### src/rtl/bcd_timer_pkg.sv
// rtl/bcd_timer_pkg.sv - shared BCD time type, digit limits and digit step helpers
package bcd_timer_pkg;

    typedef struct packed {
        logic [3:0] m1;
        logic [3:0] m0;
        logic [3:0] s1;
        logic [3:0] s0;
    } bcd_time_t;

    localparam logic [3:0] MAX_UNITS = 4'd9;
    localparam logic [3:0] MAX_TENS  = 4'd5;
    localparam logic [6:0] SEG_BLANK = 7'h7F;

    // Result layout is {carry, next}; a digit at or past its limit rolls to zero.
    function automatic logic [4:0] bcd_inc(input logic [3:0] d, input logic [3:0] max);
        if (d >= max) begin
            return {1'b1, 4'd0};
        end
        return {1'b0, d + 4'd1};
    endfunction

    // Result layout is {borrow, next}; zero rolls back to the digit limit.
    function automatic logic [4:0] bcd_dec(input logic [3:0] d, input logic [3:0] max);
        if (d == 4'd0) begin
            return {1'b1, max};
        end
        return {1'b0, d - 4'd1};
    endfunction

    function automatic logic [3:0] clamp_digit(input logic [3:0] d, input logic [3:0] max);
        return (d > max) ? max : d;
    endfunction

    function automatic bcd_time_t bcd_sanitize(input logic [15:0] p);
        bcd_time_t t;
        t.m1 = clamp_digit(p[15:12], MAX_TENS);
        t.m0 = clamp_digit(p[11:8],  MAX_UNITS);
        t.s1 = clamp_digit(p[7:4],   MAX_TENS);
        t.s0 = clamp_digit(p[3:0],   MAX_UNITS);
        return t;
    endfunction

endpackage

### src/rtl/bcd_timer_if.sv
// rtl/bcd_timer_if.sv - control/display bundle of the timer; HEX only with BCD_TIMER_SEG_EN
interface bcd_timer_if;
    logic        clear;
    logic        load;
    logic [15:0] preset;
    logic        run;
    logic        dir;
    logic        fast;
    logic        hold;
    logic [15:0] digits;
    logic        tick;
    logic        wrap;
    logic        expired;
`ifdef BCD_TIMER_SEG_EN
    logic [27:0] hex;
`endif

    modport master (
        output clear, load, preset, run, dir, fast, hold,
        input  digits, tick, wrap, expired
`ifdef BCD_TIMER_SEG_EN
        , input hex
`endif
    );

    modport slave (
        input  clear, load, preset, run, dir, fast, hold,
        output digits, tick, wrap, expired
`ifdef BCD_TIMER_SEG_EN
        , output hex
`endif
    );
endinterface

### src/rtl/bcd_timer_seg7_decode.sv
// rtl/bcd_timer_seg7_decode.sv - registered BCD/hex to active-low 7-segment decoder
module seg7_decode
    import bcd_timer_pkg::*;
(
    input  logic       clk_i,
    input  logic       rst_i,
    input  logic [3:0] bcd_i,
    output logic [6:0] seg_o
);

    logic [6:0] seg_d;
    logic [6:0] seg_q;

    // Segment order is {g,f,e,d,c,b,a}; 1 = segment off.
    always_comb begin
        seg_d = SEG_BLANK;
        case (bcd_i)
            4'h0: seg_d = 7'b1000000;
            4'h1: seg_d = 7'b1111001;
            4'h2: seg_d = 7'b0100100;
            4'h3: seg_d = 7'b0110000;
            4'h4: seg_d = 7'b0011001;
            4'h5: seg_d = 7'b0010010;
            4'h6: seg_d = 7'b0000010;
            4'h7: seg_d = 7'b1111000;
            4'h8: seg_d = 7'b0000000;
            4'h9: seg_d = 7'b0010000;
            4'hA: seg_d = 7'b0001000;
            4'hB: seg_d = 7'b0000011;
            4'hC: seg_d = 7'b1000110;
            4'hD: seg_d = 7'b0100001;
            4'hE: seg_d = 7'b0000110;
            4'hF: seg_d = 7'b0001110;
            default: seg_d = SEG_BLANK;
        endcase
    end

    always_ff @(posedge clk_i) begin
        if (rst_i) begin
            seg_q <= 7'b1000000;
        end else begin
            seg_q <= seg_d;
        end
    end

    assign seg_o = seg_q;

endmodule

### src/rtl/bcd_timer.sv
// rtl/bcd_timer.sv - MM:SS BCD up/down timer with prescaler; BCD_TIMER_SEG_EN adds HEX decoders
module bcd_timer
    import bcd_timer_pkg::*;
#(
    parameter int SEC_DIV     = 50000000,
    parameter int FAST_FACTOR = 10
) (
    input  logic        clk_i,
    input  logic        rst_i,
    bcd_timer_if.slave  bus
);

    localparam int FAST_DIV = ((SEC_DIV / FAST_FACTOR) >= 1) ? (SEC_DIV / FAST_FACTOR) : 1;
    localparam int PS_W     = $clog2(SEC_DIV);
    localparam logic [PS_W-1:0] LIM_SLOW = PS_W'(SEC_DIV - 1);
    localparam logic [PS_W-1:0] LIM_FAST = PS_W'(FAST_DIV - 1);

    logic [PS_W-1:0] ps_q, ps_d;
    bcd_time_t       cnt_q, cnt_d;
    bcd_time_t       disp_q, disp_d;
    logic            tick_q, tick_d;
    logic            wrap_q, wrap_d;
    logic            exp_q, exp_d;

    logic [PS_W-1:0] limit;
    logic            step_due;
    bcd_time_t       up_val;
    bcd_time_t       dn_val;
    logic            up_wrap;
    logic            cnt_zero;

    logic [4:0] u0, u1, u2, u3;
    logic [4:0] b0, b1, b2, b3;

    // ">=" rather than "==" so a switch to the short period mid-count still steps.
    assign limit    = bus.fast ? LIM_FAST : LIM_SLOW;
    assign step_due = (ps_q >= limit);
    assign cnt_zero = (cnt_q == '0);

    always_comb begin
        u0 = bcd_inc(cnt_q.s0, MAX_UNITS);
        u1 = u0[4] ? bcd_inc(cnt_q.s1, MAX_TENS)  : {1'b0, cnt_q.s1};
        u2 = u1[4] ? bcd_inc(cnt_q.m0, MAX_UNITS) : {1'b0, cnt_q.m0};
        u3 = u2[4] ? bcd_inc(cnt_q.m1, MAX_TENS)  : {1'b0, cnt_q.m1};
        up_val  = '{m1: u3[3:0], m0: u2[3:0], s1: u1[3:0], s0: u0[3:0]};
        up_wrap = u3[4];
    end

    always_comb begin
        b0 = bcd_dec(cnt_q.s0, MAX_UNITS);
        b1 = b0[4] ? bcd_dec(cnt_q.s1, MAX_TENS)  : {1'b0, cnt_q.s1};
        b2 = b1[4] ? bcd_dec(cnt_q.m0, MAX_UNITS) : {1'b0, cnt_q.m0};
        b3 = b2[4] ? bcd_dec(cnt_q.m1, MAX_TENS)  : {1'b0, cnt_q.m1};
        dn_val = '{m1: b3[3:0], m0: b2[3:0], s1: b1[3:0], s0: b0[3:0]};
    end

    always_comb begin
        ps_d   = ps_q;
        cnt_d  = cnt_q;
        exp_d  = exp_q;
        tick_d = 1'b0;
        wrap_d = 1'b0;
        disp_d = bus.hold ? disp_q : cnt_q;

        if (bus.clear) begin
            ps_d  = '0;
            cnt_d = '0;
            exp_d = 1'b0;
        end else if (bus.load) begin
            ps_d  = '0;
            cnt_d = bcd_sanitize(bus.preset);
            exp_d = 1'b0;
        end else if (bus.run) begin
            if (step_due) begin
                ps_d = '0;
                if (bus.dir) begin
                    cnt_d  = up_val;
                    tick_d = 1'b1;
                    wrap_d = up_wrap;
                    exp_d  = 1'b0;
                end else if (!cnt_zero) begin
                    // A countdown parked at 00:00 swallows further steps silently.
                    cnt_d  = dn_val;
                    tick_d = 1'b1;
                    if (dn_val == '0) begin
                        exp_d = 1'b1;
                    end
                end
            end else begin
                ps_d = ps_q + 1'b1;
            end
        end
    end

    always_ff @(posedge clk_i) begin
        if (rst_i) begin
            ps_q   <= '0;
            cnt_q  <= '0;
            disp_q <= '0;
            tick_q <= 1'b0;
            wrap_q <= 1'b0;
            exp_q  <= 1'b0;
        end else begin
            ps_q   <= ps_d;
            cnt_q  <= cnt_d;
            disp_q <= disp_d;
            tick_q <= tick_d;
            wrap_q <= wrap_d;
            exp_q  <= exp_d;
        end
    end

    assign bus.digits  = disp_q;
    assign bus.tick    = tick_q;
    assign bus.wrap    = wrap_q;
    assign bus.expired = exp_q;

`ifdef BCD_TIMER_SEG_EN
    seg7_decode u_hex0 (.clk_i(clk_i), .rst_i(rst_i), .bcd_i(disp_q.s0), .seg_o(bus.hex[6:0]));
    seg7_decode u_hex1 (.clk_i(clk_i), .rst_i(rst_i), .bcd_i(disp_q.s1), .seg_o(bus.hex[13:7]));
    seg7_decode u_hex2 (.clk_i(clk_i), .rst_i(rst_i), .bcd_i(disp_q.m0), .seg_o(bus.hex[20:14]));
    seg7_decode u_hex3 (.clk_i(clk_i), .rst_i(rst_i), .bcd_i(disp_q.m1), .seg_o(bus.hex[27:21]));
`endif

endmodule

### src/flat_wrapper.sv
// flat-port wrapper written by rule: the top's interface ports become plain ports
module bcd_timer_flat import bcd_timer_pkg::*;
#(
    parameter int SEC_DIV     = 50000000,
    parameter int FAST_FACTOR = 10
)
  (clk_i, rst_i, bus_clear, bus_load, bus_preset, bus_run, bus_dir, bus_fast, bus_hold, bus_digits, bus_tick, bus_wrap, bus_expired);
  bcd_timer_if bus_i ();
  input  logic clk_i;
  input  logic rst_i;
  input wire logic [$bits(bus_i.clear)-1:0] bus_clear;
  input wire logic [$bits(bus_i.load)-1:0] bus_load;
  input wire logic [$bits(bus_i.preset)-1:0] bus_preset;
  input wire logic [$bits(bus_i.run)-1:0] bus_run;
  input wire logic [$bits(bus_i.dir)-1:0] bus_dir;
  input wire logic [$bits(bus_i.fast)-1:0] bus_fast;
  input wire logic [$bits(bus_i.hold)-1:0] bus_hold;
  output wire logic [$bits(bus_i.digits)-1:0] bus_digits;
  output wire logic [$bits(bus_i.tick)-1:0] bus_tick;
  output wire logic [$bits(bus_i.wrap)-1:0] bus_wrap;
  output wire logic [$bits(bus_i.expired)-1:0] bus_expired;
  assign bus_i.clear = bus_clear;
  assign bus_i.load = bus_load;
  assign bus_i.preset = bus_preset;
  assign bus_i.run = bus_run;
  assign bus_i.dir = bus_dir;
  assign bus_i.fast = bus_fast;
  assign bus_i.hold = bus_hold;
  assign bus_digits = bus_i.digits;
  assign bus_tick = bus_i.tick;
  assign bus_wrap = bus_i.wrap;
  assign bus_expired = bus_i.expired;
  bcd_timer #(.SEC_DIV(SEC_DIV), .FAST_FACTOR(FAST_FACTOR)) u_core (.clk_i(clk_i), .rst_i(rst_i), .bus(bus_i));
endmodule
### config.mk
export PLATFORM = sky130hd
export DESIGN_NAME = bcd_timer_flat
export DESIGN_NICKNAME = d
export VERILOG_FILES = /design/src/rtl/bcd_timer_pkg.sv /design/src/rtl/bcd_timer_if.sv /design/src/rtl/bcd_timer_seg7_decode.sv /design/src/rtl/bcd_timer.sv /design/src/flat_wrapper.sv
export SDC_FILE = /design/constraint.sdc
export NUM_CORES = 1
export LEC_CHECK = 0
export BUFFER_PORTS_ARGS = -buffer_cell sky130_fd_sc_hd__buf_2
export CAP_MARGIN = 20
export CORE_MARGIN = 2
export CORE_UTILIZATION = 34
export CTS_BUF_LIST = sky130_fd_sc_hd__clkbuf_16
export CTS_CLUSTER_SIZE = 40
export DETAILED_ROUTE_END_ITERATION = 8
export SLEW_MARGIN = 20
export SYNTH_ARGS = -nofsm -noshare
export SYNTH_HDL_FRONTEND = slang
export SYNTH_SLANG_ARGS = --single-unit
export TNS_END_PERCENT = 5
### constraint.sdc
create_clock -name clk_i -period 2.4 [get_ports clk_i]
set_clock_uncertainty 0.15 [all_clocks]
set_input_delay 0.24 -clock clk_i [delete_from_list [all_inputs] [get_ports clk_i]]
set_output_delay 0.24 -clock clk_i [all_outputs]
set_load 0.01 [all_outputs]
# Word-level counts from Yosys, hierarchy flattened
# Cells that the tools add are included.
# word_totals
input_bits,24
output_inout_bits,19
word_cells,104
ram_bits,0
n_memories,0
mem_bits_ro,0
reg_bits,61
latchBits,0
# classes
bitwise_logic,5
div_mod_pow,0
n_mux,46
n_reduce_logical,18
n_eq_ne,5
magnitude_cmp,9
shift,0
n_mul,0
add_sub_neg,9
# ops
cell,count
two-way mux 5 bit,17
two-way mux 16 bit,5
two-way mux 26 bit,2
two-way mux 4 bit,9
zero test 16 bit,2
"adder 26 x 1 -> 26 bit, second input constant",1
>= comparator 26 bit,1
"adder 4 x 1 -> 4 bit, second input constant",4
zero test 4 bit,4
AND reduction 4 bit,4
"subtractor 4 x 1 -> 4 bit, second input constant",4
two-way mux 1 bit,13
"inequality test 3 x 2 -> 1 bit, second input constant",3
">= comparator 4 x 3 -> 1 bit, second input constant",2
">= comparator 4 bit, second input constant",2
"> comparator 4 x 3 -> 1 bit, second input constant",2
"> comparator 4 bit, second input constant",2
OR reduction 8 bit,1
nonzero test 2 bit,3
NOT 1 bit,5
OR reduction 5 bit,1
"inequality test 3 bit, second input constant",1
AND reduction 3 bit,1
OR reduction 3 bit,1
2 further kinds,2

# Logic depth before layout (Yosys ltp)
# Gate-level depths: netlist of run 1.
# logic_depth
depth_word,11
depth_mapped,10
depth_no_buf,9

# Least setup slack after synthesis of run 1
# OpenSTA, ideal clock, no wires.
# synth_path
kind,reg2reg
from,register u_core.cnt_q[4] in the netlist's numbering
to,register u_core.cnt_q[10] in the netlist's numbering
n_path_buf,0
stages_incl_launch_ff,10
arrival_ns,2.119
synth_period_minus_slack_ns,2.339
path_slack_ns,0.061
t_required_ns,2.180
path_cell_list,dfxtp_1 inv_1 ha_1 or3b_1 nor2_4 and2_1 a311o_1 o21ai_0 a221o_1 a21oi_1
# synth_between
elab_chain_len,10
elab_cells_between_ends,18
classes_between,order compare (1); eq/ne (2); mux (12); reduce/logical (3)
# synth_rtl
item,line_no,rtl
"start, declared",bcd_timer.sv:19,"bcd_time_t cnt_q, cnt_d;"
"start signal, assigned",bcd_timer.sv:105,cnt_q <= cnt_d;
zero test 4 bit,bcd_timer_pkg.sv:25,if (d == 4'd0) begin
two-way mux 1 bit,bcd_timer_pkg.sv:25,
two-way mux 5 bit,bcd_timer_pkg.sv:28,"return {1'b0, d - 4'd1};"
two-way mux 5 bit,bcd_timer.sv:51,"b1 = b0[4] ? bcd_dec(cnt_q.s1, MAX_TENS) : {1'b0, cnt_q.s1};"
two-way mux 5 bit,bcd_timer.sv:52,"b2 = b1[4] ? bcd_dec(cnt_q.m0, MAX_UNITS) : {1'b0, cnt_q.m0};"
two-way mux 16 bit,bcd_timer.sv:81,end else if (!cnt_zero) begin
two-way mux 16 bit,bcd_timer.sv:76,if (bus.dir) begin
two-way mux 16 bit,bcd_timer.sv:74,if (step_due) begin
two-way mux 16 bit,bcd_timer.sv:73,end else if (bus.run) begin
two-way mux 16 bit,bcd_timer.sv:69,end else if (bus.load) begin
# Parallel ways exist; a longest one is shown, timed or not. The select of a mux whose other input is x is not followed.
# A chain may end at the register's enable or synchronous reset.

# Worst setup path in the final report of run 1
# layout_path
from,input bus_fast
to,register u_core.ps_q[11]
# layout_between
elab_chain_len,3
# layout_rtl
item,line_no,rtl
"start, declared",flat_wrapper.sv:16,input wire logic [$bits(bus_i.fast)-1:0] bus_fast;
two-way mux 26 bit,bcd_timer.sv:36,assign limit = bus.fast ? LIM_FAST : LIM_SLOW;
>= comparator 26 bit,bcd_timer.sv:37,assign step_due = (ps_q >= limit);
two-way mux 26 bit,bcd_timer.sv:74,
"end signal, assigned",bcd_timer.sv:104,ps_q <= ps_d;
"end, declared",bcd_timer.sv:18,"logic [PS_W-1:0] ps_q, ps_d;"
# No other way between the ends.

==> results of run 1 <==
## power breakdown
| part | switching (W) | leakage, nW | internal, W | total [W] |
|---|---|---|---|---|
| sequential | 0.00000876 | 0.498 | 0.00103 | 0.00104 |
| clock | 0.000435 | 0.139 | 0.000672 | 0.00111 |
| combinational | 0.000228 | 1.49 | 0.000182 | 0.000410 |
| total | 0.000671 | 2.13 | 0.00188 | 0.00255 |
## routing by layer
| metal | global-route usage | vias up | routed length, um |
|---|---|---|---|
| met2 | 0.2949 | 109 | 5554 |
| met5 | 0 | - | 0 |
| li1 | - | 1950 | - |
| met4 | 0.05750 | 0 | 195 |
| met3 | 0.04101 | 19 | 639 |
| met1 | 0.2174 | 1840 | 4882 |
## state kept, by name (all words and copies together), names as in the netlist
name / cells
u_core.bus.wrap: 1
u_core.bus.expired: 1
u_core.cnt_q: 16
u_core.bus.digits: 16
u_core.ps_q: 26
u_core.bus.tick: 1
## worst max-delay path, delay by kind of cell
family / cells / cell delay (ps)
buffers and inverters: 4 / 750
adder cells (fa/ha/maj): 1 / 210
AND/OR/NAND/NOR: 4 / 510
AO/OA/AOI/OAI: 2 / 770
## stage by stage
stage | TNS (ps) | setup WS (ps)
6_report | 0 | 27.91
5_1_grt | -1654 | -87.51
4_1_cts | -16.44 | -10.14
3_5_place_dp | -6077 | -286.8
3_3_place_gp | -3493 | -210.0
2_1_floorplan | 0 | 60.67
## synthesized netlist by cell type (3+ instances only)
cell type,count
mux2i_1,22
a22o_1,3
clkbuf_1,19
a21oi_1,34
nor3_1,15
nand3_1,20
o22ai_1,3
nand4_1,9
and3_1,10
o21ai_0,28
or3_1,6
inv_1,22
ha_1,26
o31ai_1,4
xor2_1,11
dfxtp_1,61
a211oi_1,6
and4_1,3
or3b_1,3
a31oi_1,8
and2_1,4
nor2_1,67
nand2b_1,8
nand2_1,33
a311o_1,3
nor2b_1,3
xnor2_1,12
## area by class of cell
class	count	area, um2	share of cell area
flip-flops and latches	61	1232	0.2344
clock inverters	7	27.53	0.005236
repair buffers	106	758.2	0.1442
clock buffers	9	225.2	0.04284
well taps	140	175.2	0.03332
inverters	22	86.33	0.01642
multi-input cells	382	2753	0.5236
## repair_timing
action	CTS	global route
setup endpoints to repair	7	42
cloned	0	3
hold buffers	1	0
hold endpoints to repair	1	0
pin swaps	2	24
buffers inserted	0	3
gates resized for setup	4	64
## path summary, 6_finish.rpt
kind / slack [ps] / cells after the start / start / to
setup reg to reg: 30 / 10 / u_core.ps_q[25] / u_core.cnt_q[1]
hold / removal: 40 / 3 / bus_preset[13] / u_core.cnt_q[13]
hold reg to reg: 350 / 2 / u_core.bus.digits[6] / u_core.bus.digits[6]
setup / recovery: 30 / 11 / bus_fast / u_core.ps_q[11]
## cell families (layout without fill, tap and decap cells)
logic type               Yosys count  in the layout  share of synthesized area
AND/OR/NAND/NOR                  198            198                     0.2576
buffers and inverters             45            144                    0.04622
AO/OA/AOI/OAI                    113            113                     0.1878
adder cells (fa/ha/maj)           26             26                    0.08403
multiplexers                      22             22                    0.05688
flip-flops                        61             61                     0.3154
XOR/XNOR                          23             23                    0.05204
==> results.toml, run 1 <==
[run_status]
outcome = "completed"

[place]
io_buffers = 42
dpl_cell_area_um2 = 4601
hpwl_mm = 8.130
place_congestion = 0.8432
post-place-cells = 704

[finish]
fin_cells = 727
layout_common_cells = "58 x buf_4, 53 x nor2_1, 52 x dfxtp_1"
fillCellCount = 1069
final_core_util = 0.4787
synthToLayoutAreaGrowth_pct = 35.81
final_cell_area_um2 = 5258
antenna_cells = 0
fin_nets = 632
drive_gt1_frac = 0.2981
layout_commonest_cell = "buf_4"

[grt]
grt_pass1_wl_mm = 17.62
antenna_found_initial = 0
grt_overflow = 0
grt_pass1_vias = 3658
grt_usage = 0.1740
grt_max_degree = 26

[timing]
max-slew-margin-rel = 0.6963
period_needed_ps = 2372
worst_slew_pin_slew_ps = 455.5
slew_violations = 0
setup_viol = 0
final.period_utilization = 0.9884
hold_ws_ps = 38.05
hold_viol = 0
rsz0062_at_grt = "yes"
clock.fmax_ghz = 0.4216

[clock_network]
worst_skew_pair.late_latency_ps = 340
cts.sinks = 61
path_clk_slew_ps = 50
cts_root_buffer = "clkbuf_16"
numCtsBuffers = 9
cts_htree_levels = 3
cts_tree = "done"
clockBufferDepth = 2

[logic_synthesis]
ys_async_sr_fraction = 0
syn_area_per_cell_um2 = 7.933
synth-edff-count = 0
ys.flop_type = "dfxtp_1"
yosysTopAreaCell = "dfxtp_1"
synth-seq-cells = 61
syn_area_um2 = 3871
synth_top_area_share = 0.3154
synth_cells = 488
ys_warn_count = 0
synth.area.top_cells = "dfxtp_1 32%, ha_1 8.4%, nor2_1 6.5%, mux2i_1 5.7%, a21oi_1 4.4%"
synth_nets = 538
yosysUniqueCellTypes = 62
yosysSeqAreaShare = 0.3154

[pwr]
ir_drop_mv = 0.4561
cellPowerDensity_nw_per_um2 = 485.5
power_leakage_nw = 2.128
power_w = 0.002553

[worst_setup_path]
crit_arrival_ps = 2490
critPathKind = "in -> reg"
cp_slowest_stage_delay_ps = 390
critPathMaxFanout = 9
critPathLaunchType = "input port"
cp_common_cell = "nor2_1"
crit_chain = "buf_8 -> clkinvlp_4 -> ha_4 -> nor3_1 -> nor2_1 -> o311a_1 -> o31ai_4 -> buf_4 -> nand3_4 -> clkbuf_16 -> nor2_1"
cp-end-kind = "flip-flop"
critPathRequiredTime_ps = 2520
critPathSlowestCell = "o311a_1"

[floorplan]
rows = 38
start_util = 0.3525
num_io_pins = 43
die_x_um = 110.7
core_um2 = 10980
fp.dieH_um = 110.7
die_area_um2 = 12260

[route]
dr.first_iter.drc_count = 188
ant_nets = 0
vias = 3918
drcViolationCount = 0
first_pass_iters = 5
wire_per_inst_um = 15.50
wirelength_mm = 11.27
post_drt_via_cell_ratio = 5.389

[run]
maxCapViolations = 0

[worst_hold_path]
hold_path.class = "in -> reg"
Power figures use the tool's default switching activity.
==> inputs of run 2 (changes only) <==
CELL_PAD_IN_SITES_DETAIL_PLACEMENT = 0   (was default)
CELL_PAD_IN_SITES_GLOBAL_PLACEMENT = 1   (was default)
PLACE_DENSITY_LB_ADDON = 0.1   (was default)
==> run 2 against run 1 <==
  * The run now ends with negative setup slack left
  * Die area stayed put
  * Cell count is 0.28% lower
  * Clock power hardly changed
  * First-iteration DRC count is 31% lower
  * Register-to-register slack worse by 60 ps
  * Setup slack worse by 59 ps
  * Largest power group unchanged
==> results.toml, run 2 (same netlist as run 1, synthesis figures left out) <==
[run]
maxCapViolations = 0

[floorplan]
die_x_um = 110.7
die_area_um2 = 12260
core_um2 = 10980
start_util = 0.3525
num_io_pins = 43
rows = 38
fp.dieH_um = 110.7

[timing]
hold_ws_ps = 21.36
setup_viol = 4
worst_slew_pin_slew_ps = 463.7
slew_violations = 0
final.period_utilization = 1.013
clock.fmax_ghz = 0.4113
timing.final.ws_setup_ps = -31.25
max-slew-margin-rel = 0.6909
hold_viol = 0
period_needed_ps = 2431
rsz0062_at_grt = "yes"

[pwr]
ir_drop_mv = 0.3530
power_w = 0.002546
cellPowerDensity_nw_per_um2 = 500.1
power_leakage_nw = 2.120

[grt]
grt_overflow = 0
grt_usage = 0.1882
grt_pass1_wl_mm = 18.58
busiest_layer = "met2"
grtUsageMet2 = 0.3170
grt_max_degree = 27
gr-usage-met1 = 0.2361
antenna_found_initial = 0
grtUsageMet3 = 0.03991
grt_pass1_vias = 3777

[clock_network]
path_clk_slew_ps = 50
cts.sinks = 61
clockBufferDepth = 2
cts_tree = "done"
cts_root_buffer = "clkbuf_16"
cts_htree_levels = 3
numCtsBuffers = 9
worst_skew_pair.late_latency_ps = 330

[finish]
fin_cells = 725
drive_gt1_frac = 0.2632
synthToLayoutAreaGrowth_pct = 31.48
layout_commonest_cell = "nor2_1"
final_core_util = 0.4634
antenna_cells = 0
largest_reg_flops = 26
max_flop_register = "u_core.ps_q"
fillCellCount = 1123
fin_nets = 635
layout_common_cells = "64 x nor2_1, 59 x buf_4, 57 x dfxtp_1"

[route]
ant_nets = 0
vias = 3864
dr.first_iter.drc_count = 129
wire_per_inst_um = 15.65
first_pass_iters = 5
wirelength_mm = 11.35
drcViolationCount = 0
post_drt_via_cell_ratio = 5.330

[worst_hold_path]
hold_path.class = "in -> reg"

[worst_setup_path]
critPathRequiredTime_ps = 2510
crit_arrival_ps = 2540
critPathKind = "reg -> reg"
critPathMaxFanout = 7
cp-end-kind = "flip-flop"
critPathLaunchType = "flip-flop"

[place]
post-place-cells = 708
io_buffers = 42
place_congestion = 0.8725
dpl_worst_slack_ps = -271.5
hpwl_mm = 8.804

[run_status]
outcome = "finished, violations left"
violations = "negative setup slack"
[run 2: cell types whose count changed in the layout (fill, tap and decap cells not counted), sizes merged]
cell      change
buf           +3
clkinv        -2
inv           -2
clkinvlp      -1
[run 2: layer usage]
layer,wire length [um],share of wire
met5,0,0
met4,214,0.019
met3,446,0.039
met2,5452,0.48
met1,5234,0.46
[run 2: worst paths after layout]
kind / startpoint / endpoint / slack, ps / cells past startpoint
setup reg to reg: u_core.ps_q[25] / u_core.cnt_q[8] / -30 / 9
setup / recovery: u_core.ps_q[25] / u_core.cnt_q[8] / -30 / 9
hold / removal: bus_preset[13] / u_core.cnt_q[13] / 20 / 3
hold reg to reg: u_core.bus.digits[2] / u_core.bus.digits[2] / 340 / 2
[run 2: timing repair]
| item | in CTS | in global routing |
|---|---|---|
| gates cloned | 0 | 1 |
| endpoints found under the hold margin | 1 | 0 |
| setup buffers | 0 | 4 |
| gates resized for setup | 6 | 37 |
| hold buffers | 1 | 0 |
| pin swaps | 6 | 16 |
| setup endpoints to repair | 6 | 30 |
[run 2: area by class of cell]
type	count	area [um2]	share of cell area
well taps	140	175.2	0.03441
multi-input cells	382	2606	0.5120
clock buffers	9	225.2	0.04425
inverters	22	82.58	0.01622
clock inverters	2	7.507	0.001475
repair buffers	109	767.0	0.1507
flip-flops and latches	61	1226	0.2409
[run 2: worst max-delay path: stages, from the launching register on]
cell and delay [ps]:
dfxtp_2 340, ha_4 260, nand4b_1 200, nor3_2 250, a22o_1 240, o31a_1 290, a21oi_2 100, buf_6 140
a311o_1 260, a21oi_1 130
[run 2: report_power, final]
group	switching, W	internal (W)
Combinational	0.000228	0.000188
Sequential	0.0000104	0.00103
Clock	0.000432	0.000660
[run 2: stage by stage]
stage	TNS [ps]	area, um2
after floorplan	0	3871
after global placement	-1866	4618
after detailed placement	-5738	4618
after CTS	0	4880
after global routing	-1666	5090
final	-63.25	5090
